[src/rtl/gpio_pkg.sv]
// Shared constants for the GPIO bank: register offsets inside one channel
// window and the address stride between channel windows.
package gpio_pkg;

  localparam logic [3:0] OFF_IN   = 4'd0;
  localparam logic [3:0] OFF_OUT  = 4'd1;
  localparam logic [3:0] OFF_SET  = 4'd2;
  localparam logic [3:0] OFF_CLR  = 4'd3;
  localparam logic [3:0] OFF_TGL  = 4'd4;
  localparam logic [3:0] OFF_DIR  = 4'd5;
  localparam logic [3:0] OFF_REN  = 4'd6;
  localparam logic [3:0] OFF_FEN  = 4'd7;
  localparam logic [3:0] OFF_STAT = 4'd8;

  localparam int unsigned CH_STRIDE = 16;

endpackage

[src/rtl/gpio_channel.sv]
// One GPIO channel: OUT/DIR/REN/FEN/STAT registers, a two-flop pad
// synchroniser, rise/fall edge detection and the register read mux.
// State advances on the falling clock edge to match the CPU bus timing.
module gpio_channel
  import gpio_pkg::*;
#(
  parameter int W = 8
) (
  input  logic         clk,
  input  logic         rst,
  input  logic         sel,
  input  logic         write,
  input  logic [3:0]   offset,
  input  logic [W-1:0] d,
  input  logic [W-1:0] pin,
  output logic [W-1:0] rdata,
  output logic [W-1:0] out,
  output logic [W-1:0] oe,
  output logic         stat_any
);

  logic [W-1:0] out_q, out_d;
  logic [W-1:0] dir_q, dir_d;
  logic [W-1:0] ren_q, ren_d;
  logic [W-1:0] fen_q, fen_d;
  logic [W-1:0] stat_q, stat_d;
  logic [W-1:0] sync1_q;
  logic [W-1:0] sync_q;
  logic [W-1:0] prev_q;
  logic [W-1:0] clr_s;
  logic [W-1:0] rise_s;
  logic [W-1:0] fall_s;

  // Next-state for the CPU-writable registers and the sticky status;
  // a fresh edge overrides a write-1-to-clear on the same bit.
  always_comb begin
    out_d = out_q;
    dir_d = dir_q;
    ren_d = ren_q;
    fen_d = fen_q;
    clr_s = '0;
    if (sel && write) begin
      case (offset)
        OFF_OUT:  out_d = d;
        OFF_SET:  out_d = out_q | d;
        OFF_CLR:  out_d = out_q & ~d;
        OFF_TGL:  out_d = out_q ^ d;
        OFF_DIR:  dir_d = d;
        OFF_REN:  ren_d = d;
        OFF_FEN:  fen_d = d;
        OFF_STAT: clr_s = d;
        default:  clr_s = '0;
      endcase
    end else begin
      clr_s = '0;
    end
    rise_s = sync_q & ~prev_q & ren_q;
    fall_s = ~sync_q & prev_q & fen_q;
    stat_d = (stat_q & ~clr_s) | rise_s | fall_s;
  end

  // Register bank, synchroniser chain and previous-sample flop.
  always_ff @(negedge clk or negedge rst) begin
    if (!rst) begin
      out_q   <= '0;
      dir_q   <= '0;
      ren_q   <= '0;
      fen_q   <= '0;
      stat_q  <= '0;
      sync1_q <= '0;
      sync_q  <= '0;
      prev_q  <= '0;
    end else begin
      out_q   <= out_d;
      dir_q   <= dir_d;
      ren_q   <= ren_d;
      fen_q   <= fen_d;
      stat_q  <= stat_d;
      sync1_q <= pin;
      sync_q  <= sync1_q;
      prev_q  <= sync_q;
    end
  end

  // Read mux; write-only and reserved offsets read as zero.
  always_comb begin
    rdata = '0;
    case (offset)
      OFF_IN:   rdata = sync_q;
      OFF_OUT:  rdata = out_q;
      OFF_DIR:  rdata = dir_q;
      OFF_REN:  rdata = ren_q;
      OFF_FEN:  rdata = fen_q;
      OFF_STAT: rdata = stat_q;
      default:  rdata = '0;
    endcase
  end

  assign out      = out_q;
  assign oe       = dir_q;
  assign stat_any = |stat_q;

endmodule

[src/rtl/gpio_bank.sv]
// GPIO bank on the CPU I/O bus: decodes a 16-word window per channel,
// instantiates NCH channels, registers read data and ORs all status
// bits into one interrupt line.
module gpio_bank
  import gpio_pkg::*;
#(
  parameter int          NCH  = 2,
  parameter int          W    = 8,
  parameter logic [13:0] BASE = 14'd16
) (
  input  logic             clk,
  input  logic             rst,
  input  logic             CS,
  input  logic             write,
  input  logic [13:0]      adresse,
  input  logic [15:0]      DATAout,
  output logic [15:0]      DATAin,
  input  logic [NCH*W-1:0] gpio_in,
  output logic [NCH*W-1:0] gpio_out,
  output logic [NCH*W-1:0] gpio_oe,
  output logic             irq
);

  // Width of the whole block in words, one bit wider than the bus address
  // so a block ending at the top of the address space still compares.
  localparam logic [14:0] SPAN = 15'(NCH * CH_STRIDE);

  logic [13:0]   rel_s;
  logic          hit_s;
  logic [W-1:0]  d_s;
  logic [NCH-1:0] sel_s;
  logic [NCH-1:0] stat_any_s;
  logic [W-1:0]  rdata_s [NCH];
  logic [W-1:0]  rd_or_s;
  logic [15:0]   datain_q, datain_d;
  logic          unused_data_s;

  assign rel_s = adresse - BASE;
  assign hit_s = CS && (adresse >= BASE) && ({1'b0, rel_s} < SPAN);
  assign d_s   = DATAout[W-1:0];
  // Upper data bits beyond the channel width are deliberately ignored.
  assign unused_data_s = ^DATAout;

  generate
    for (genvar c = 0; c < NCH; c++) begin : g_ch
      assign sel_s[c] = hit_s && (rel_s[13:4] == 10'(c));

      gpio_channel #(.W(W)) u_ch (
        .clk      (clk),
        .rst      (rst),
        .sel      (sel_s[c]),
        .write    (write),
        .offset   (rel_s[3:0]),
        .d        (d_s),
        .pin      (gpio_in[c*W +: W]),
        .rdata    (rdata_s[c]),
        .out      (gpio_out[c*W +: W]),
        .oe       (gpio_oe[c*W +: W]),
        .stat_any (stat_any_s[c])
      );
    end
  endgenerate

  // Merge the selected channel's read data; at most one channel is selected.
  always_comb begin
    rd_or_s = '0;
    for (int c = 0; c < NCH; c++) begin
      if (sel_s[c]) begin
        rd_or_s = rd_or_s | rdata_s[c];
      end else begin
        rd_or_s = rd_or_s;
      end
    end
  end

  // Read data is zero unless this is a read hit, since the bus is OR-combined.
  always_comb begin
    datain_d = 16'h0000;
    if (hit_s && !write) begin
      datain_d = 16'(rd_or_s);
    end else begin
      datain_d = 16'h0000;
    end
  end

  // Registered read data towards the CPU.
  always_ff @(negedge clk or negedge rst) begin
    if (!rst) begin
      datain_q <= 16'h0000;
    end else begin
      datain_q <= datain_d;
    end
  end

  assign DATAin = datain_q;
  assign irq    = |stat_any_s;

endmodule

[config.mk]
export PLATFORM = sky130hd
export DESIGN_NAME = gpio_bank
export DESIGN_NICKNAME = d
export VERILOG_FILES = /design/src/rtl/gpio_pkg.sv /design/src/rtl/gpio_channel.sv /design/src/rtl/gpio_bank.sv
export SDC_FILE = /design/constraint.sdc
export NUM_CORES = 1
export LEC_CHECK = 0
export ABC_CLOCK_PERIOD_IN_PS = 3000
export BUFFER_PORTS_ARGS = -buffer_cell sky130_fd_sc_hd__clkbuf_2
export CAP_MARGIN = 20
export CORE_AREA = 2 2 167 169
export DETAILED_ROUTE_END_ITERATION = 6
export DIE_AREA = 0 0 169 171
export PLACE_DENSITY = 0.47
export SLEW_MARGIN = 40
export SYNTH_ARGS = -nofsm -noshare
export SYNTH_HDL_FRONTEND = slang
export SYNTH_SLANG_ARGS = --single-unit
[constraint.sdc]
create_clock -name clk -period 3 [get_ports clk]
set_clock_uncertainty 0.05 [all_clocks]
set_input_delay 0.75 -clock clk [delete_from_list [all_inputs] [get_ports clk]]
set_output_delay 0.75 -clock clk [all_outputs]
set_load 0.02 [all_outputs]
== Word-level counts from Yosys, hierarchy flattened ==
Index checks and enable logic that the tools add are counted.

* Flip-flop bits (word level): 144
* Logic and storage cells: 87
* Bits of input ports: 50
* Output and inout bits: 49

* Reductions and logical operators: 20
* Magnitude comparators: 2
* Multiplexer cells: 10
* Add/subtract/negate cells: 1
* Bitwise logic cells: 28
* Equal/unequal tests: 9

{| class="wikitable"
|+ Operators by type and width
! operator !! count
|-
| $and 8x8->8 || 12
|-
| $pmux 8 s6 || 2
|-
| $pmux 8 s4 || 2
|-
| $not 8->8 || 7
|-
| $or 8x8->8 || 7
|-
| $mux 8 || 6
|-
| $eq 4x3->1 const B || 4
|-
| $reduce_and 2->1 || 8
|-
| $reduce_or 16->1 || 1
|-
| $xor 8x8->8 || 2
|-
| $ge 14x5->1 const B || 1
|-
| $lt 14x6->1 const B || 1
|-
| $sub 14x5->14 const B || 1
|-
| $eq 10x1->1 const B || 1
|-
| $logic_not 10->1 || 1
|-
| $eq 4x2->1 const B || 2
|-
| $logic_and 1x1->1 || 7
|-
| $eq 4x1->1 const B || 1
|-
| $eq 4x4->1 const B || 1
|-
| $logic_not 4->1 || 1
|-
| $reduce_bool 4->1 || 1
|-
| $logic_not 1->1 || 1
|}

== Depth between registers and ports, before layout ==
Gate-level depths: netlist (run 1).

* Word-level depth: 10
* Depth in mapped cells: 8
* Mapped depth without buffers: 6

== By module ==
Synthesis (run 1) repeated with hierarchy kept, for this count alone.

* Cells, all modules: 617
* Area, all modules: 6932.9 µm²

{| class="wikitable"
|+ By module, submodules not included
! module !! instances !! cells an instance !! seq. area each (µm²) !! area each (µm²)
|-
| gpio_channel || 2 || 277 || 1601.5 || 3170.5
|-
| gpio_bank || 1 || 63 || 200.2 || 591.8
|}

==> results of run 1 <==
## worst min-delay path by stage
| stage | depth (start not counted) | start | end |
|---|---|---|---|
| floorplan | 0 | g_ch[0].u_ch.sync1_q[0]$_DFF_NN0_ | g_ch[0].u_ch.sync_q[0]$_DFF_NN0_ |
| detailed placement | 0 | g_ch[1].u_ch.sync1_q[0]$_DFF_NN0_ | g_ch[1].u_ch.sync_q[0]$_DFF_NN0_ |
| finish | 0 | g_ch[1].u_ch.sync1_q[0]$_DFF_NN0_ | g_ch[1].u_ch.sync_q[0]$_DFF_NN0_ |
| CTS | 0 | g_ch[1].u_ch.sync1_q[0]$_DFF_NN0_ | g_ch[1].u_ch.sync_q[0]$_DFF_NN0_ |
| global placement | 0 | g_ch[0].u_ch.sync1_q[1]$_DFF_NN0_ | g_ch[0].u_ch.sync_q[1]$_DFF_NN0_ |
| global route | 0 | g_ch[0].u_ch.sync1_q[5]$_DFF_NN0_ | g_ch[0].u_ch.sync_q[5]$_DFF_NN0_ |
## sequential cells by signal (all words and copies together), names as in the netlist
name               flops
g_ch.u_ch.sync1_q     16
g_ch.u_ch.oe          16
g_ch.u_ch.prev_q      16
g_ch.u_ch.sync_q      16
g_ch.u_ch.ren_q       16
g_ch.u_ch.out         16
g_ch.u_ch.stat_q      16
g_ch.u_ch.fen_q       16
DATAin                 8
## layout by cell type, fill, tap and decap left out, drive strengths merged, types with 17 or more instances in the layout
cell / count
nor2: 44
ha: 35
mux2: 48
a2111oi: 22
a21oi: 40
or3b: 17
nand3: 33
dfrtn: 136
nand2: 26
mux2i: 32
inv: 67
nand3b: 33
o21ai: 25
buf: 181
clkbuf: 95
## metal layers
layer | vias up | GRT usage, % | routed length (µm)
met4 | 0 | 6.615 | 623
met5 | - | 0 | 0
met3 | 28 | 2.614 | 953
met2 | 143 | 27.10 | 11180
li1 | 3011 | - | -
met1 | 3101 | 24.26 | 11730
## critical path, stage by stage
cell,delay [ns]
clkbuf_16,0.13
inv_12,0.04
ha_4,0.11
or3b_4,0.37
a211o_4,0.42
a2111oi_4,0.38
buf_12,0.19
mux2_4,0.30
## layout make-up
class	count	area [µm²]	share of cell area, %
Clock inverter	15	160.2	1.437
Multi-Input combinational cell	463	4085	36.65
Timing Repair Buffer	259	2396	21.50
Sequential cell	136	3403	30.53
Clock buffer	17	425.4	3.817
Inverter	60	242.7	2.178
Tap cell	346	432.9	3.884
## power by group
| part | switching (mW) | internal, mW | total, mW | leakage [nW] |
|---|---|---|---|---|
| Combinational | 0.304 | 0.219 | 0.523 | 3.10 |
| Clock | 0.929 | 1.18 | 2.10 | 0.279 |
| Sequential | 0.0206 | 1.88 | 1.90 | 1.62 |
## kinds of logic (layout without fill, tap and decap cells)
kind of cell / count (synthesis) / count (layout) / share of synthesized area (%)
buffers and inverters: 123 / 351 / 6.746
multiplexers: 80 / 80 / 11.55
AO/OA/AOI/OAI: 159 / 159 / 16.23
AND/OR/NAND/NOR: 181 / 181 / 13.91
other: 1 / 8 / 0.05030
adder cells (fa/ha/maj): 35 / 35 / 5.873
flip-flops: 136 / 136 / 45.65
## metrics by stage
step | instance area, µm² | util [%]
floorplan | 7745 | -
global placement | 9671 | 35.39
detailed placement | 9671 | 35.39
CTS | 10950 | 40.07
global route | 11150 | 40.79
finish | 11150 | 40.79
## repair_timing
item,in CTS,in global routing
pin swaps,5,8
endpoints found under the hold margin,0,0
hold buffers,0,0
setup endpoints to repair,129,129
gates resized for setup,123,27
buffers inserted,17,10
==> run summary, run 1 <==
The run finished, with violations left. The checks that failed: setup timing. The initial standard-cell utilization of the core came out at approximately 27%. The cell at the root of the clock tree is clkbuf_16. The residual DRC count is 0.

Ranked by instance count, the synthesized netlist is headed by dfrtn_1 (136), inv_1 (60), mux2_2 (46), nor2_1 (44), clkbuf_1 (42). The number of storage elements in the synthesis netlist came out at ~140. After detailed routing, the average wire length per cell comes to between 15 and 20 µm. The worst setup path is of the in2reg kind.

The placement-stage worst setup slack came out at -1.553 ns. The CTS tree is yes. The number of rows in the core area came out at between 60 and 70.

In the synthesized netlist, the number of instances is just over 700. The leftover overflow at the end of global routing is 0. The detailed-route wire length came out at roughly 24,000 µm. The number of global-route vias before repair is 6,285. The post-layout total power is between 4 and 5 mW.

The mean area per synthesized cell is 10.43 µm². The non-filler instance count after layout came out at 1,296. For this run, the leading register cell type out of synthesis is dfrtn_1.

The top-area cell type share of the netlist area is 45.65%. Yosys mapped a number of flops with a built-in enable equal to 0. Setup repair after global routing could not meet its margin everywhere.

The maximum resistive drop on vdd came out at ~0.0003 V. The number of library cell types mapped by synthesis came out at 53. The kind of end point of the critical path is a flop. The via-per-instance ratio came out at approximately 4.8. No sink is reached through more buffers than the 2 on the longest clock path. The first detailed-routing pass ran for 5 iterations. The total leakage power came out at 5.004 nW. The final number of max-transition violations came out at 0. The tree built by TritonCTS fans out to between 100 and 150 sinks. The number of antenna violations at the first check in global routing came out at 0. TritonCTS created 17 clock buffers.

The number of port buffers came out at between 80 and 90. The layout overhead on the synthesized area came out at 49.49%. The worst register-to-register path has a setup slack of ~1.2 ns. For the worst flop-to-flop path, the logic depth is 8. The final antenna-violating net count came out at 0. The number of levels the H-tree was split into is 4. For the worst setup path, the data required time is roughly 1.7 ns. The number of max-capacitance violations reported is 0. The count of routing violations after the opening detailed-route iteration is around 380. The post-layout worst setup margin is -1.023 ns.

The routed layout has roughly 6,300 vias. The transition time at the pin with the least slew margin came out at roughly 0.65 ns. The first-pass GRT wire length came out at around 37,000 µm. The die width came out at between 150 and 200 µm.

The total number of yosys warnings came out at 0. The largest net degree at the start of global routing came out at 46. The worst endpoint data arrival time is around 2.7 ns. The number of diodes is 0. In the final layout, the share of cells above drive strength 1 is about two fifths. The clock latency reported for the late side of the worst-skew pair came out at 0.40 ns. In this run the worst hold path is classified as reg2reg. The relative slew slack is 56.82%.

Of all nets on the critical path, the largest fanout is 8. The share of synthesized registers carrying an async set or reset is 100.0%. The filler cell count came out at ~2,700. The height of the chip came out at roughly 170 µm. In this run the worst setup path terminates at g_ch[1].u_ch.fen_q[1]$_DFFE_NN0P_.

The cell total after placement came out at between 1,000 and 1,500. The number of nets at the end of the flow is 1,022. In this run the critical register-to-register path is launched from g_ch[0].u_ch.out[0]$_DFFE_NN0P_. The final number of hold-violating endpoints came out at 0. The number of top-level pins is 99. The core footprint is 27,320 µm². After synthesis, the cell types taking the most area are dfrtn_1 (46%), mux2_2 (6.9%), ha_1 (5.9%).

The post-route setup TNS came out at -90.75 ns. The cell area that synthesis handed to floorplanning was ~7500 µm². Setup violations remaining at the end of the flow were counted as around 130.

The total die area is between 20,000 and 30,000 µm². Tracing the worst setup path back leads to its startpoint at adresse[4]. The wire-length estimate of the detail-placed layout is about 18,000 µm.

dfrtn_1 is the most common cell in the netlist. The type of element launching the critical path is an input pin. The cell area power density is 406.3 nW/µm². dfrtn_1 takes more of the synthesized area than any other cell.

The tightest hold path in the finished design has a slack of roughly 0.24 ns. After clock tree synthesis, the clock-pin slew on the worst setup and hold paths is ~0.050 ns. The endpoint of the most critical register-to-register path is g_ch[0].u_ch.out[0]$_DFFE_NN0P_.

After synthesis, flip-flops and latches occupy between 40% and 50% of the total area. Global routing used about 17% of the available tracks. The routability congestion estimate came out at 0.8009.
No activity file was read; power rests on OpenSTA's default activity.
==> run 2, diff against run 1 <==
--- a/config.mk
+++ b/config.mk
@@ -5,13 +5,15 @@
 export SDC_FILE = /design/constraint.sdc
 export NUM_CORES = 1
 export LEC_CHECK = 0
+export ABC_AREA = 1
 export ABC_CLOCK_PERIOD_IN_PS = 3000
 export BUFFER_PORTS_ARGS = -buffer_cell sky130_fd_sc_hd__clkbuf_2
 export CAP_MARGIN = 20
-export CORE_AREA = 2 2 167 169
+export CORE_AREA = 2 2 162 164
+export CTS_CLUSTER_DIAMETER = 40
 export DETAILED_ROUTE_END_ITERATION = 6
-export DIE_AREA = 0 0 169 171
-export PLACE_DENSITY = 0.47
+export DIE_AREA = 0 0 164 166
+export PLACE_DENSITY = 0.48
 export SLEW_MARGIN = 40
 export SYNTH_ARGS = -nofsm -noshare
 export SYNTH_HDL_FRONTEND = slang
==> run 2 against run 1 <==
The flow still finishes with violations (setup timing). Sequential share of layout area rose by 0.32 points. Final area fell by 1.0%. Global-route usage rose by 2.1 points. Register-to-register slack improved by 0.13 ns. Final cell count rose by 12%. Wire length rose by 6.8%. Largest power group unchanged.
==> run summary, run 2 <==
The run finished, with violations left. The checks that failed: setup timing. The global router's overall resource usage was 19.46% (+2.1 points).

The largest net degree at the start of global routing came out at 52 (+13%). The worst hold path cell count came out at 0 (unchanged). The number of storage elements in the synthesis netlist is 136 (unchanged). The final antenna-violating net count is 0 (unchanged). The total leakage power came out at 5.335 nW (+6.6%). The placement-stage worst setup slack is -1.112 ns (+0.4413 ns). The critical path is of the reg2out type. The total number of clock tree sinks was 136 (unchanged). The height of the chip is 166 µm (-2.9%).

The type of element launching the critical path is a flop. The met2 usage in global routing is 29.56% (+2.5 points). The mean area per synthesized cell came out at 8.219 µm² (-21%). The buffer and inverter count on the worst path came out at 2 (-1).

The number of diodes came out at 0 (unchanged). The layout overhead on the synthesized area came out at 55.87%. The share of synthesized registers carrying an async set or reset is 100.0% (unchanged). The cell area power density came to 403.1 nW/µm² (-0.81%). The residual DRC count is 0 (unchanged). The number of top-level pins came out at 99 (unchanged).

The maximum clock insertion buffer count was 2 (unchanged). The destination of the worst hold path is g_ch[0].u_ch.sync_q[7]$_DFF_NN0_. The top-area cell type share of the netlist area came out at 48.09% (+2.4 points). The HPWL after detailed placement is 18,750 µm (+3.6%). The tree is rooted in a clkbuf_16.

The core footprint came out at 25,620 µm² (-6.3%). The count of final setup violators came out at 129 (unchanged). In this run the critical register-to-register path is launched from g_ch[1].u_ch.out[2]$_DFFE_NN0P_.

TritonCTS built the clock tree. The number of port buffers came out at 82 (unchanged). The worst endpoint data arrival time came out at 3.18 ns (+0.46 ns). The mapped cell area is 7077 µm² (-5.1%). The cell total after placement came out at 1,371 (+11%). The leftover overflow at the end of global routing was 0 (unchanged).

The clock latency reported for the late side of the worst-skew pair came out at 0.41 ns (about the same). In the synthesized netlist the dominant register cell turns out to be dfrtn_1. The largest total area in the synthesized netlist belongs to dfrtn_1. The total number of yosys warnings is 0 (unchanged).

The number of max-capacitance violations reported came to 0 (unchanged). The first-pass GRT wire length came out at 39,970 µm (+6.7%). The filler cell count is 2,509 (-5.5%).

Leaving out fill and tap cells, the most frequent cells in the layout are nand2_1 (187), buf_4 (137), dfrtn_1 (136), inv_1 (84), nand4_1 (80). The proportion of synthesized chip area in sequential cells came out at 48.09% (+2.4 points). The final number of hold-violating endpoints is 0 (unchanged). The clock buffer count from CTS was 17 (unchanged). The non-filler instance count after layout came to 1,453 (+12%). The setup slack of the most critical reg-to-reg path came to 1.30 ns (+0.13 ns). Setup repair after global routing could not meet its margin everywhere. The library cell used most frequently in the layout, excluding fill and tap cells, is nand2_1.

The worst setup path is captured at a primary output. The initial standard-cell utilization of the core came out at 27.63% (+0.34 points). The post-detailed-route wirelength per cell is 18.00 µm (-4.7%). The total die area came to 27,220 µm² (-5.8%). The post-route setup TNS came to -67.17 ns (+23.57 ns). The highest cell delay on the worst timing path came to 0.39 ns (-0.03 ns). The most common cell in the synthesized netlist is nand2_1. The detailed-route wire length came out at 26,160 µm (+6.8%).

Broken down by cell family, the worst path's largest delay share belongs to simple AND/OR/NAND/NOR gates. The number of library cell types mapped by synthesis is 30 (-43%). The number of global-route vias before repair is 6,882 (+9.5%).

Walking the worst path, the cells encountered are nor4_4, buf_4, nand4_1, clkbuf_2. The number of levels the H-tree was split into is 4 (unchanged). The met1 routing resource usage after global routing came out at 28.36% (+4.1 points). The logic depth of the worst register-to-register path was 9 (+1).

The cell count after synthesis came out at 861 (+20%). The number of rows in the core area came to 59 (-3.3%). In the post-synthesis netlist, the biggest area contributors are dfrtn_1 (48%), nand2_1 (14%), nand4_1 (7.1%). The ratio of cells with drive above 1 in the final layout is 39.53% (-2.5 points). The number of antenna violations at the first check in global routing came out at 0 (unchanged). After synthesis, the most frequently instantiated cells are nand2_1 (266), dfrtn_1 (136), inv_1 (87), nand4_1 (80), nand3_1 (41). The post-layout worst setup margin was -0.9810 ns (+0.04166 ns).

met2 is the most crowded layer. The count of routing violations after the opening detailed-route iteration came out at 569 (+51%). The routability congestion estimate came out at 0.8728 (+9.0%). The endpoint of the most critical register-to-register path is g_ch[1].u_ch.out[2]$_DFFE_NN0P_. The met3 track demand over resource in global routing is 3.447% (+0.83 points). The beginning of the worst hold path is g_ch[0].u_ch.sync1_q[7]$_DFF_NN0_. The slowest stage cell on the critical path is dfrtn_1.

The total number of vias came out at 7,055 (+12%). The via-per-instance ratio is 4.855 (+0.15%). The number of nets at the end of the flow came out at 1,190 (+16%). The total iterations of the first detailed-routing run came to 5 (unchanged).

The die width was 164 µm (-3.0%). The number of flops mapped to enable cells by yosys is 0 (unchanged). The maximum resistive drop on vdd came out at 0.0003168 V (+4.0%).

The clock-pin slew on the worst setup and hold paths is 0.05 ns (about the same). The largest fanout on the critical path came out at 2 (-6). The final number of max-transition violations came to 0 (unchanged). The worst hold path class is reg2reg. The required time reported for the critical path endpoint came out at 2.20 ns (+0.51 ns).
-- run 2: changes by cell type in the layout (fill, tap and decap cells not counted), moves of 26 or more --
cell	previous run	this run
a21oi_1	36	1
inv_1	58	84
mux2_4	32	0
mux2i_1	32	0
nand2_1	26	187
nand2_2	0	72
nand3b_1	33	0
nand4_1	3	80
-- run 2: layer usage --
metal	up-vias	part of all wire, %
li1	3369	-
met1	3431	47
met2	222	46
met3	33	5.5
met4	0	1.7
met5	-	0
-- run 2: metrics by stage --
| stage | power (mW) | cell area, µm² | utilization [%] | hold slack (ns) |
|---|---|---|---|---|
| 2_1_floorplan | 2.081 | 7138 | - | 0.2417 |
| 3_5_place_dp | 2.303 | 8925 | 34.84 | 0.2452 |
| 4_1_cts | 4.462 | 10670 | 41.66 | 0.2451 |
| 6_report | 4.446 | 11030 | 43.06 | 0.2437 |
| 3_3_place_gp | 2.301 | 8925 | 34.84 | 0.2435 |
| 5_1_grt | 4.608 | 11030 | 43.06 | 0.2480 |
-- run 2: worst max path at each step --
stage / from / endpoint / slack [ns] / cells after the start
finish: g_ch[1].u_ch.stat_q[6]$_DFF_NN0_ / irq / -0.98 / 4
global route: g_ch[1].u_ch.stat_q[6]$_DFF_NN0_ / irq / -1.02 / 4
CTS: g_ch[1].u_ch.stat_q[6]$_DFF_NN0_ / irq / -0.97 / 4
detailed placement: adresse[4] / g_ch[1].u_ch.stat_q[0]$_DFF_NN0_ / -1.11 / 13
global placement: adresse[4] / g_ch[0].u_ch.out[4]$_DFFE_NN0P_ / -1.07 / 12
floorplan: adresse[4] / g_ch[0].u_ch.oe[0]$_DFFE_NN0P_ / -0.81 / 11
-- run 2: cell type report --
type | count | area, µm² | share of cell area (%)
timing repair buffer | 268 | 2579 | 23.38
inverter | 90 | 342.8 | 3.108
clock inverter | 13 | 145.1 | 1.316
tap | 335 | 419.2 | 3.800
multi-input combinational | 592 | 3699 | 33.53
sequential | 136 | 3403 | 30.85
clock buffer | 19 | 442.9 | 4.015
-- run 2: logic make-up after synthesis --
kind of cell / Yosys count / synth area share [%]
and+or+nand+nor: 459 / 29.23
adders and majority gates: 35 / 6.188
xor gates and xnor gates: 1 / 0.1238
other: 1 / 0.05299
AOI/OAI and AO/OA: 87 / 7.815
buffers and inverters: 142 / 8.504
DFF: 136 / 48.09
-- run 2: worst reg2reg max path, cell delays in order, from the launching register on --
cell and delay, ns:
dfrtn_1 0.41, buf_4 0.11, buf_4 0.09, buf_4 0.13, inv_1 0.07, ha_1 0.27
nand2_1 0.07, o2111ai_1 0.14, nand4_1 0.16, nand2_2 0.07
-- run 2: where the power goes --
part	switching (mW)	internal [mW]	total (mW)
Clock	0.880	1.25	2.13
Sequential	0.0169	1.88	1.90
Combinational	0.269	0.146	0.415
Total	1.17	3.28	4.45
-- run 2: what timing repair did --
action	in CTS	in global routing
setup endpoints to repair	129	129
gates resized for setup	204	82
pin swaps	34	54
buffers inserted	37	17
gates cloned	6	1
hold buffers	0	0
